==> src/rtl/activation_pkg.sv <==
// rtl/activation_pkg.sv - shared mode encoding and clamp ceiling helper for activation_stream
package activation_pkg;

    typedef enum logic [1:0] {
        ACT_BYPASS = 2'b00,
        ACT_RELU   = 2'b01,
        ACT_LEAKY  = 2'b10,
        ACT_CLAMP  = 2'b11
    } act_mode_e;

    // 6.0 in fixed point, saturated to the largest positive lane value when it does not fit
    function automatic longint act_ceil(input int precision, input int frac_bits);
        longint max_pos;
        longint ceil_val;
        max_pos = (longint'(1) << (precision - 1)) - longint'(1);
        if (frac_bits >= 60) begin
            return max_pos;
        end
        ceil_val = longint'(6) << frac_bits;
        return (ceil_val > max_pos) ? max_pos : ceil_val;
    endfunction

endpackage

==> src/rtl/act_lane.sv <==
// rtl/act_lane.sv - combinational activation function for one signed fixed-point lane
module act_lane
    import activation_pkg::*;
#(
    parameter int PRECISION  = 16,
    parameter int FRAC_BITS  = 8,
    parameter int LEAK_SHIFT = 3
) (
    input  act_mode_e                    mode,
    input  logic signed [PRECISION-1:0]  lane_in,
    output logic signed [PRECISION-1:0]  lane_out
);

    localparam longint CEIL_L = act_ceil(PRECISION, FRAC_BITS);
    localparam logic signed [PRECISION-1:0] CEIL = CEIL_L[PRECISION-1:0];

    logic is_neg;
    logic is_zero;

    assign is_neg  = lane_in[PRECISION-1];
    assign is_zero = (lane_in == '0);

    always_comb begin
        lane_out = lane_in;
        case (mode)
            ACT_BYPASS: lane_out = lane_in;
            ACT_RELU:   lane_out = (is_neg || is_zero) ? '0 : lane_in;
            // arithmetic shift floors toward -inf, so -1 stays -1
            ACT_LEAKY:  lane_out = is_neg ? (lane_in >>> LEAK_SHIFT) : lane_in;
            ACT_CLAMP: begin
                if (is_neg || is_zero) begin
                    lane_out = '0;
                end else if (lane_in >= CEIL) begin
                    lane_out = CEIL;
                end else begin
                    lane_out = lane_in;
                end
            end
            default:    lane_out = lane_in;
        endcase
    end

endmodule

==> src/rtl/activation_stream.sv <==
// rtl/activation_stream.sv - two-stage valid/ready activation pipeline; ACTIVATION_STREAM_STATS_EN adds zero_count
module activation_stream
    import activation_pkg::*;
#(
    parameter int PRECISION  = 16,
    parameter int LANES      = 4,
    parameter int FRAC_BITS  = 8,
    parameter int LEAK_SHIFT = 3
) (
    input  logic                         clk,
    input  logic                         rst,
    input  logic [1:0]                   mode,
    input  logic                         in_valid,
    output logic                         in_ready,
    input  logic [LANES*PRECISION-1:0]   in_data,
    input  logic                         in_last,
    output logic                         out_valid,
    input  logic                         out_ready,
    output logic [LANES*PRECISION-1:0]   out_data,
    output logic                         out_last
`ifdef ACTIVATION_STREAM_STATS_EN
    ,
    output logic [31:0]                  zero_count
`endif
);

    localparam int W = LANES * PRECISION;

    logic         s1_valid;
    logic [W-1:0] s1_data;
    act_mode_e    s1_mode;
    logic         s1_last;
    logic         s2_valid;
    logic [W-1:0] s2_data;
    logic         s2_last;
    logic [W-1:0] lane_result;
    logic         s1_adv;

    assign s1_adv    = !s2_valid || out_ready;
    assign in_ready  = !s1_valid || s1_adv;
    assign out_valid = s2_valid;
    assign out_data  = s2_data;
    assign out_last  = s2_last;

    for (genvar k = 0; k < LANES; k++) begin : g_lane
        act_lane #(
            .PRECISION (PRECISION),
            .FRAC_BITS (FRAC_BITS),
            .LEAK_SHIFT(LEAK_SHIFT)
        ) u_lane (
            .mode    (s1_mode),
            .lane_in (s1_data[k*PRECISION +: PRECISION]),
            .lane_out(lane_result[k*PRECISION +: PRECISION])
        );
    end

    always_ff @(posedge clk) begin
        if (rst) begin
            s1_valid <= 1'b0;
            s1_data  <= '0;
            s1_mode  <= ACT_BYPASS;
            s1_last  <= 1'b0;
            s2_valid <= 1'b0;
            s2_data  <= '0;
            s2_last  <= 1'b0;
        end else begin
            if (s1_adv) begin
                s2_valid <= s1_valid;
                if (s1_valid) begin
                    s2_data <= lane_result;
                    s2_last <= s1_last;
                end
            end
            // mode and last travel with the beat so later mode changes never touch it
            if (in_ready) begin
                s1_valid <= in_valid;
                if (in_valid) begin
                    s1_data <= in_data;
                    s1_mode <= act_mode_e'(mode);
                    s1_last <= in_last;
                end
            end
        end
    end

`ifdef ACTIVATION_STREAM_STATS_EN
    logic [31:0] zero_lanes;
    logic [32:0] zero_sum;

    always_comb begin
        zero_lanes = '0;
        for (int k = 0; k < LANES; k++) begin
            if (s2_data[k*PRECISION +: PRECISION] == '0) begin
                zero_lanes = zero_lanes + 32'd1;
            end
        end
        zero_sum = {1'b0, zero_count} + {1'b0, zero_lanes};
    end

    always_ff @(posedge clk) begin
        if (rst) begin
            zero_count <= '0;
        end else if (out_valid && out_ready) begin
            zero_count <= zero_sum[32] ? '1 : zero_sum[31:0];
        end
    end
`endif

endmodule

==> config.mk <==
export PLATFORM = sky130hd
export DESIGN_NAME = activation_stream
export DESIGN_NICKNAME = d
export VERILOG_FILES = /design/src/rtl/activation_pkg.sv /design/src/rtl/act_lane.sv /design/src/rtl/activation_stream.sv
export SDC_FILE = /design/constraint.sdc
export NUM_CORES = 1
export LEC_CHECK = 0
export CAP_MARGIN = 25
export CORE_UTILIZATION = 40
export DETAILED_ROUTE_END_ITERATION = 10
export DONT_BUFFER_PORTS = 1
export PLACE_DENSITY = 0.65
export SLEW_MARGIN = 30
export SYNTH_ARGS = -nofsm -noshare
export SYNTH_HDL_FRONTEND = slang
export SYNTH_HIERARCHICAL = 1
export SYNTH_SLANG_ARGS = --single-unit
==> constraint.sdc <==
create_clock -name clk -period 2.15 [get_ports clk]
set_input_delay 0.43 -clock clk [delete_from_list [all_inputs] [get_ports clk]]
set_output_delay 0.43 -clock clk [all_outputs]
set_load 0.02 [all_outputs]
==> key figures, run 1 <==
Cells and area
  • Fin area: 0.00788 mm^2
  • Total Nets Final: 883
  • Ratio of cells with drive above 1 in the final layout: 7.52%
  • Area Overhead vs Synth: 9.47%
  • Diodes inserted: 0

Synthesis
  • Synth unique cells: 31
  • Synth Warn #: 6
  • Syn avg cell area: 8.41 um^2
  • Largest family of logic cells by synthesized area: simple AND/OR/NAND/NOR gates
  • Synth Area in Simple Gates: 23.3%
  • Mapped cell area: 0.00720 mm^2
  • Seq/Total Area, Yosys: 37.3%
  • Mux cell area share after synthesis: 14.3%
  • Synth Area in XOR/XNOR: 0%
  • Seq cells post-synth: 134
  • Cell count after synthesis: 856
  • Post-synthesis compound-gate area fraction: 18.4%
  • Adder and majority gate portion of the synthesized area: 0%
  • Post-Synthesis Net Count: 927

Clock network
  • CTS Hold Bufs: 0
  • CTS max path bufs: 2
  • H-tree levels: 4
  • Worst skew pair latency: 0.41 ns
  • Post-CTS resize count: 0
  • Root buf cell: clkbuf_16
  • CTS tree: done
  • Clk pin slew, worst setup/hold paths: 0.06 ns
  • Setup bufs post-CTS: 0
  • CTS Sinks: 134
  • CTS Buf Count: 17

Route
  • Final ANT Viol Nets: 0
  • Via Count: 5,909
  • DR iter-0 viols: 289
  • First-pass iteration count of the detailed router: 5
  • Drt wl/cell: 17.5 um
  • DR DRC count: 0
  • Total wire length: 18.4 mm
  • Vias per Instance: 5.63

Critical path
  • Data required, critical path: 1.72 ns
  • Register-to-register setup slack: 0.29 ns
  • Crit. End Element: primary output
  • Worst path arrival time: 1.63 ns
  • Critical Path Slowest Stage Cell: dfxtp_2
  • CP Launch Type: flop
  • Worst-path cell chain: buf_4 -> nand2_1 -> buf_4
  • CP max FO: 21
  • Cell repeated most along the worst path: buf_4
  • Critical path's largest stage delay: 0.63 ns
  • Worst Setup Path Type: reg2out

Floorplan
  • Die width: 136 um
  • Core area: 0.0174 mm^2
  • Starting Density: 41.3%
  • Die Ht: 136 um
  • Boundary Pins: 138
  • DIE AREA: 0.0185 mm^2
  • Rows: 48

Worst hold path
  • Worst Hold Class: in2reg

Power
  • Leakage: 2.83 nW
  • Max VDD drop: 0.519 mV
  • Pwr dens: 831 mW/mm^2
  • PnR Total Power: 6.55 mW

STA
  • Fin. Hold Viols: 0
  • Worst clock skew: 0.00699 ns
  • Worst slew pin tran: 0.641 ns
  • Setup-failing EPs final: 0
  • Worst hold margin: 0.102 ns
  • Max Transition Viols Final: 0
  • Slew margin rel.: 57.2%
  • Period utilization: 95.9%
  • Fin crit period: 2.06 ns
  • Setup total negative slack: 0 ns
  • RSZ-0062 raised after global routing: no
  • Highest Clock Rate: 485 MHz

Placed design
  • HPWL Detailed: 11.6 mm
  • Placed cell areas: 0.00727 mm^2
  • GPL Wtd Cong: 0.826
  • PortBufs: 0

Run
  • Max-cap violations: 0

Global routing
  • Global-route wire length before repair: 29.2 mm
  • GRT overflow: 0
  • Initial antenna violation count: 0
  • Gr usage total: 20.1%
  • Largest net degree at the start of global routing: 202
  • Number of global-route vias before repair: 5,548

Outcome
  • Outcome: completed
==> Yosys cell counts <==
library cell  number  area (um^2)
a211oi_1           4         30.0
a211oi_2           4         50.1
a21boi_2           1         11.3
a21o_1            16          120
a21oi_1           75          375
a31oi_1            8         50.1
a41o_1             4         40.0
and2_1             4         25.0
buf_2             24          120
buf_4              8         60.1
buf_6              8         90.1
clkbuf_1          39          146
clkbuf_2           3         15.0
dfxtp_1          134         2680
inv_1             12         45.0
inv_2              1         3.75
mux2i_1          103         1030
nand2_1           41          154
nand2b_1         135          845
nand3_1           65          325
nor2_1             5         18.8
nor2b_1           20          125
nor2b_4            1         13.8
nor3_1             8         40.0
nor4_1             8         50.1
nor4_2             4         50.1
o21ai_0           69          345
o21ai_1            4         20.0
o22ai_1           40          250
o32ai_1            4         35.0
or4_1              4         30.0
==> path summary, 6_finish.rpt <==
check                                  from  cells after the start      endpoint
worst max-delay path               s1_valid                      3      in_ready
worst min register to register      s1_last                      2      out_last
worst min-delay path                    rst                      1   out_data[1]
worst max register to register  s1_data[19]                      6  out_data[23]
==> power by group <==
group	internal (mW)	switching, mW
Clock	1.94	1.08
Combinational	0.326	0.382
Sequential	2.61	0.208
==> sequential cells by signal, summed over array words and instances, names as in the netlist <==
name,flops
out_data,64
out_last,1
out_valid,1
s1_data,64
s1_last,1
s1_mode,2
s1_valid,1
==> cells by family after synthesis <==
family	count (synthesis)
flops	134
simple gates	295
buf+inv	95
mux	103
compound gates	229
==> stage by stage <==
| stage | utilization [%] | instances | setup WS (ns) |
|---|---|---|---|
| detailed placement | 41.7 | 1018 | 0.367 |
| global placement | 41.7 | 1018 | 0.409 |
| finish | 45.2 | 1050 | 0.0878 |
| global route | 45.2 | 1050 | 0.00935 |
| CTS | 45.2 | 1050 | 0.0741 |
| floorplan | - | 856 | 0.633 |
==> worst max-delay path, delay by kind of cell, from the launching register on <==
kind / cells / cell delay, ns
flops: 1 / 0.63
buf+inv: 2 / 0.50
simple gates: 1 / 0.07
==> layout by cell type (no fill, tap or decap), types with 4 or more instances in the layout <==
cell type  instances
a41o_1             4
nand2_1           41
dfxtp_1          132
clkbuf_16         17
a211oi_1           4
and2_1             4
clkbuf_8           4
nand2b_1         134
nor3_1             8
nand3_1           65
nor2b_1           20
inv_1             12
o21ai_0           69
o22ai_1           40
mux2i_1          103
a21oi_1           75
o21ai_1            4
a21o_1            16
buf_12             5
nor4_1             8
nor2_1             5
or4_1              4
nor4_2             4
buf_4             14
o32ai_1            4
a211oi_2           4
a31oi_1            8
==> metal layers <==
metal	GRT usage, %	vias up	part of all wire (%)
met4	6.30	0	1.7
met5	0	-	0
met3	6.38	21	6.6
li1	-	2938	-
met2	31.3	162	45
met1	26.4	2788	46
==> area by class of cell <==
| type | count | area (um^2) |
|---|---|---|
| Clock inverter | 8 | 120 |
| Tap cell | 225 | 282 |
| Inverter | 13 | 48.8 |
| Clock buffer | 24 | 492 |
| Multi-Input combinational cell | 627 | 4050 |
| Timing Repair Buffer | 19 | 205 |
| Sequential cell | 134 | 2690 |
| Fill cell | 1715 | 9540 |
(Power assumes the default switching activity.)
==> run 2: changes to the inputs <==
SETUP_SLACK_MARGIN = 0.05   (was default)
==> run 2 against run 1 <==
Against the previous run: combinational power is essentially flat; sequential power is essentially flat; largest cell class unchanged; clock power is essentially flat; core utilization is essentially flat; sequential share of layout area is essentially flat; global-route usage is the same; largest power group unchanged.
==> key figures, run 2 (same netlist as run 1, synthesis figures left out) <==
Outcome
  • Outcome: completed (unchanged)

Critical path
  • Worst path arrival time: 1.48 ns (was 1.63 ns)
  • Critical Path Slowest Stage Cell: dfxtp_1 (was dfxtp_2)
  • Worst Setup Path Type: reg2out (unchanged)
  • Worst-path cell chain: nor2b_4 -> nand2_1 -> buf_4 (was buf_4 -> nand2_1 -> buf_4)
  • CP Launch Type: flop (unchanged)
  • Data required, critical path: 1.72 ns (about the same)
  • Reg2Reg Capture Point: out_data[23] (unchanged)
  • Register-to-Register Path Depth: 6 (unchanged)
  • Critical path's largest stage delay: 0.48 ns (was 0.63 ns)
  • Crit. End Element: primary output (unchanged)
  • CP max FO: 5 (was 21)
  • Register-to-register setup slack: 0.29 ns (about the same)
  • Reg2Reg Launch Point: s1_data[19] (unchanged)

Global routing
  • Largest net degree at the start of global routing: 202 (unchanged)
  • Gr usage total: 20.1% (unchanged)
  • Initial antenna violation count: 0 (unchanged)
  • GRT overflow: 0 (unchanged)
  • Global-route wire length before repair: 29.2 mm (unchanged)
  • Number of global-route vias before repair: 5,548 (unchanged)

STA
  • Fin. Hold Viols: 0 (unchanged)
  • Setup total negative slack: 0 ns (unchanged)
  • Setup-failing EPs final: 0 (unchanged)
  • Max Transition Viols Final: 0 (unchanged)
  • RSZ-0062 raised after global routing: no (unchanged)
  • Worst clock skew: 0.00825 ns (was 0.00699 ns)
  • Worst slew pin tran: 0.642 ns (was 0.641 ns)
  • Period utilization: 88.6% (was 95.9%)
  • Highest Clock Rate: 525 MHz (was 485 MHz)
  • Fin crit period: 1.91 ns (was 2.06 ns)
  • Slew margin rel.: 57.2% (about the same)

Clock network
  • Clk pin slew, worst setup/hold paths: 0.06 ns (about the same)
  • Setup bufs post-CTS: 0 (unchanged)
  • CTS Buf Count: 17 (unchanged)
  • CTS tree: done (unchanged)
  • CTS Sinks: 134 (unchanged)
  • H-tree levels: 4 (unchanged)
  • CTS Hold Bufs: 0 (unchanged)
  • Worst skew pair latency: 0.41 ns (about the same)
  • Root buf cell: clkbuf_16 (unchanged)
  • Post-CTS resize count: 0 (unchanged)
  • CTS max path bufs: 2 (unchanged)

Run
  • Max-cap violations: 0 (unchanged)

Cells and area
  • Final non-filler cell total: 1,050 (unchanged)
  • Ratio of cells with drive above 1 in the final layout: 7.52% (unchanged)
  • Area Overhead vs Synth: 9.51% (was 9.47%)
  • Most frequent cells in the layout: nand2b_1, dfxtp_1, mux2i_1 (unchanged)
  • Commonest non-fill, non-tap cell in the layout: nand2b_1 (unchanged)
  • Diodes inserted: 0 (unchanged)
  • Total Nets Final: 883 (unchanged)

Route
  • First-pass iteration count of the detailed router: 5 (unchanged)
  • Drt wl/cell: 17.5 um (about the same)
  • DR iter-0 viols: 282 (was 289)
  • Vias per Instance: 5.64 (was 5.63)
  • Total wire length: 18.3 mm (was 18.4 mm)
  • Final ANT Viol Nets: 0 (unchanged)
  • DR DRC count: 0 (unchanged)
  • Via Count: 5,924 (was 5,909)

Power
  • Leakage: 2.83 nW (about the same)
  • PnR Total Power: 6.55 mW (about the same)
  • Max VDD drop: 0.520 mV (was 0.519 mV)
  • Pwr dens: 830 mW/mm^2 (was 831 mW/mm^2)

Placed design
  • PortBufs: 0 (unchanged)
  • HPWL Detailed: 11.6 mm (unchanged)
  • Post-placement cell count: 1,018 (unchanged)
  • GPL Wtd Cong: 0.826 (unchanged)

Worst hold path
  • Worst Hold Class: in2reg (unchanged)
  • Hold-critical path endpoint: out_data[1] (unchanged)
  • Hold path start: rst (unchanged)
  • Hold path depth: 1 (unchanged)

Floorplan
  • Boundary Pins: 138 (unchanged)
  • Die Ht: 136 um (unchanged)
  • Die width: 136 um (unchanged)
  • Core area: 0.0174 mm^2 (unchanged)
  • Starting Density: 41.3% (unchanged)
  • Rows: 48 (unchanged)
  • DIE AREA: 0.0185 mm^2 (unchanged)
-- run 2: changes by cell type in the layout (fill, tap and decap cells not counted) --
cell,delta
dfxtp_2,-1
dfxtp_4,+1
-- run 2: per-stage QoR --
| step | instance area (um^2) | util (%) | setup slack (ns) | hold WS (ns) |
|---|---|---|---|---|
| 2_1_floorplan | 7200 | - | 0.633 | 0.444 |
| 3_3_place_gp | 7270 | 41.7 | 0.409 | 0.454 |
| 3_5_place_dp | 7270 | 41.7 | 0.367 | 0.468 |
| 4_1_cts | 7880 | 45.2 | 0.0741 | 0.0640 |
| 5_1_grt | 7880 | 45.3 | 0.152 | 0.0658 |
| 6_report | 7880 | 45.3 | 0.245 | 0.0898 |
-- run 2: worst max-delay path, delay by kind of cell, from the launching register on --
kind | cells | cell delay [ns]
buffers and inverters | 1 | 0.16
flip-flops | 1 | 0.48
AND/OR/NAND/NOR | 2 | 0.42
-- run 2: cell type report --
class                   instances  area, um^2
clock inverters                 8         120
repair buffers                 19         205
clock buffers                  24         492
fillers                      1715        9530
multi-input cells             627        4050
flip-flops and latches        134        2690
well taps                     225         282
inverters                      13        48.8
-- run 2: power breakdown --
group / internal (mW) / switching (mW) / leakage (nW)
sequential: 2.61 / 0.207 / 1.10
clock: 1.94 / 1.08 / 0.296
combinational: 0.326 / 0.381 / 1.44
-- run 2: worst max-delay path by stage --
| stage | end | cells past startpoint | start | slack (ns) |
|---|---|---|---|---|
| floorplan | in_ready | 3 | out_valid | 0.63 |
| global placement | out_data[23] | 6 | s1_data[19] | 0.41 |
| detailed placement | out_data[23] | 6 | s1_data[19] | 0.37 |
| CTS | in_ready | 3 | s1_valid | 0.07 |
| global route | in_ready | 3 | out_valid | 0.15 |
| finish | in_ready | 3 | out_valid | 0.24 |
-- run 2: metal layers --
metal  global-route usage (%)  routed length, um
met1                     26.4               8550
met2                     31.3               8300
met3                     6.38               1170
met4                     6.30                329
met5                        0                  0
==> run 3: changes to the inputs <==
CTS_CLUSTER_DIAMETER = 40   (was default)
==> results of run 3 <==
Same layout as run 2: the final DEF is identical, and so are final timing and power.
==> patch (config.mk and constraints of run 3) <==
Set the parameter `LANES` to 3 (it was 4).
--- a/src/rtl/activation_stream.sv
+++ b/src/rtl/activation_stream.sv
@@ -5,3 +5,3 @@
     parameter int PRECISION  = 16,
-    parameter int LANES      = 4,
+    parameter int LANES      = 3,
     parameter int FRAC_BITS  = 8,
Interface: changed (resized in_data and out_data); port bits go from 138 to 106. No check against the original RTL was run, so the function may have changed too.
==> patch against run 3 <==
Sequential share of layout area increased by 0.49 points; sequential cell count decreased by 32; power decreased by 28%; critical path type is now reg2reg; area after synthesis decreased by 23%; first-iteration DRC count decreased by 3.5%; worst setup slack improved by 0.051 ns; largest power group is now sequential cells; final area decreased by 25%; routed wire length decreased by 28%.
==> patch: results (changes against run 3) <==
| Metric | Value |
|---|---|
| Outcome | `complete, no violations (unchanged)` |
| First-pass iteration count of the detailed router | `4 (was 5)` |
| Detailed route wirelength on metal2 | `6140 um (was 8300 um)` |
| Slew margin rel. | `61.3% (was 57.2%)` |
| GR met2 Demand/Resource | `29.4% (was 31.3%)` |
| Number of global-route vias before repair | `4067 (was 5548)` |
| Filler cell count in the final layout | `1302 (was 1715)` |
| Maximum clock rate | `539 MHz (was 525 MHz)` |
| Tightest hold margin | `0.156 ns (was 0.0898 ns)` |
| Worst-path cell with the longest stage delay | `sky130_fd_sc_hd__nor4_1 (was sky130_fd_sc_hd__dfxtp_1)` |
| Met3 routed wirelength | `732 um (was 1170 um)` |
| Maximum single-stage delay on the critical path | `0.39 ns (was 0.48 ns)` |
| GR met1 Demand/Resource | `25.8% (was 26.4%)` |
| Critical path fanouts, max | `11 (was 5)` |
| Peak VDD IR | `0.000430 V (was 0.000520 V)` |
| Wire length on met1 | `6250 um (was 8550 um)` |
| Critical Path AT | `2.09 ns (was 1.48 ns)` |
| Weighted congestion at the end of routability-driven global placement | `0.827 (was 0.826)` |
| Wire length of the first global-routing pass | `21300 um (was 29200 um)` |
| Number of buffers added by the clock tree synthesis step | `9 (was 17)` |
| Static leakage | `0.00211 uW (was 0.00283 uW)` |
| Maximum clock skew at final layout | `0.00854 ns (was 0.00825 ns)` |
| Kind of cell adding the most delay to the critical path | `compound AO/OA/AOI/OAI gates (was flip-flops)` |
| Clk_lat worst skew | `0.35 ns (was 0.41 ns)` |
| Sw Share | `24.9% (was 25.5%)` |
| Synth area leaders | `sky130_fd_sc_hd__dfxtp_1 37%, sky130_fd_sc_hd__mux2i_1 14%, sky130_fd_sc_hd__nand2b_1 12% (unchanged)` |
| Clk pwr | `2010 uW (was 3020 uW)` |
| Overall via count from detail_route | `4461 (was 5924)` |
| Most used standard cells in the synthesized netlist | `103 x sky130_fd_sc_hd__nand2b_1, 102 x sky130_fd_sc_hd__dfxtp_1, 78 x sky130_fd_sc_hd__mux2i_1 (was 135 x sky130_fd_sc_hd__nand2b_1, 134 x sky130_fd_sc_hd__dfxtp_1, 103 x sky130_fd_sc_hd__mux2i_1)` |
| GRT Resource Usage Total | `18.9% (was 20.1%)` |
| Iteration-0 DRC Markers | `272 (was 282)` |
-- patch: cell count changes in the layout (fill, tap and decap cells not counted), moves of 18 or more --
cell,before,now
sky130_fd_sc_hd__nand2b_1,134,102
sky130_fd_sc_hd__dfxtp_1,132,100
sky130_fd_sc_hd__mux2i_1,103,78
sky130_fd_sc_hd__o21ai_1,4,49
sky130_fd_sc_hd__o21ai_0,69,6
sky130_fd_sc_hd__a21oi_1,75,57
-- patch: worst reg2reg max path, delay by kind of cell, from the launching register on --
| kind | cells | cell delay [ns] |
|---|---|---|
| AOI/OAI and AO/OA | 4 | 0.86 |
| and+or+nand+nor | 2 | 0.54 |
| DFF | 1 | 0.35 |
-- patch: worst paths after layout --
path                      end       start  cells after the start
setup reg to reg  out_data[7]  s1_data[3]                      6
hold reg to reg      out_last     s1_last                      2
hold / removal    out_data[8]         rst                      1
setup / recovery  out_data[7]  s1_data[3]                      6
-- patch: layout make-up --
class / instances / area (um2) / share of cell area [%]
tap: 176 / 220 / 3.73
timing repair buffer: 15 / 163 / 2.75
clock inverter: 6 / 133 / 2.25
clock buffer: 10 / 239 / 4.05
inverter: 10 / 37.5 / 0.636
multi-input combinational: 475 / 3070 / 52.0
sequential: 102 / 2040 / 34.6
-- patch: kinds of logic after synthesis --
logic type | share of synthesized area, %
flip-flops | 36.9
AO/OA/AOI/OAI | 18.1
multiplexers | 14.1
AND/OR/NAND/NOR | 23.0
buffers and inverters | 7.78
-- patch: metrics by stage --
step                      cells  total power, uW  setup WS, ns  area (um2)
after floorplan             650             2650         0.688        5530
after global placement      778             2700         0.396        5530
after detailed placement    778             2720         0.384        5530
after CTS                   794             4740         0.373        5910
after global routing        794             4900         0.213        5910
final                       794             4690         0.296        5910
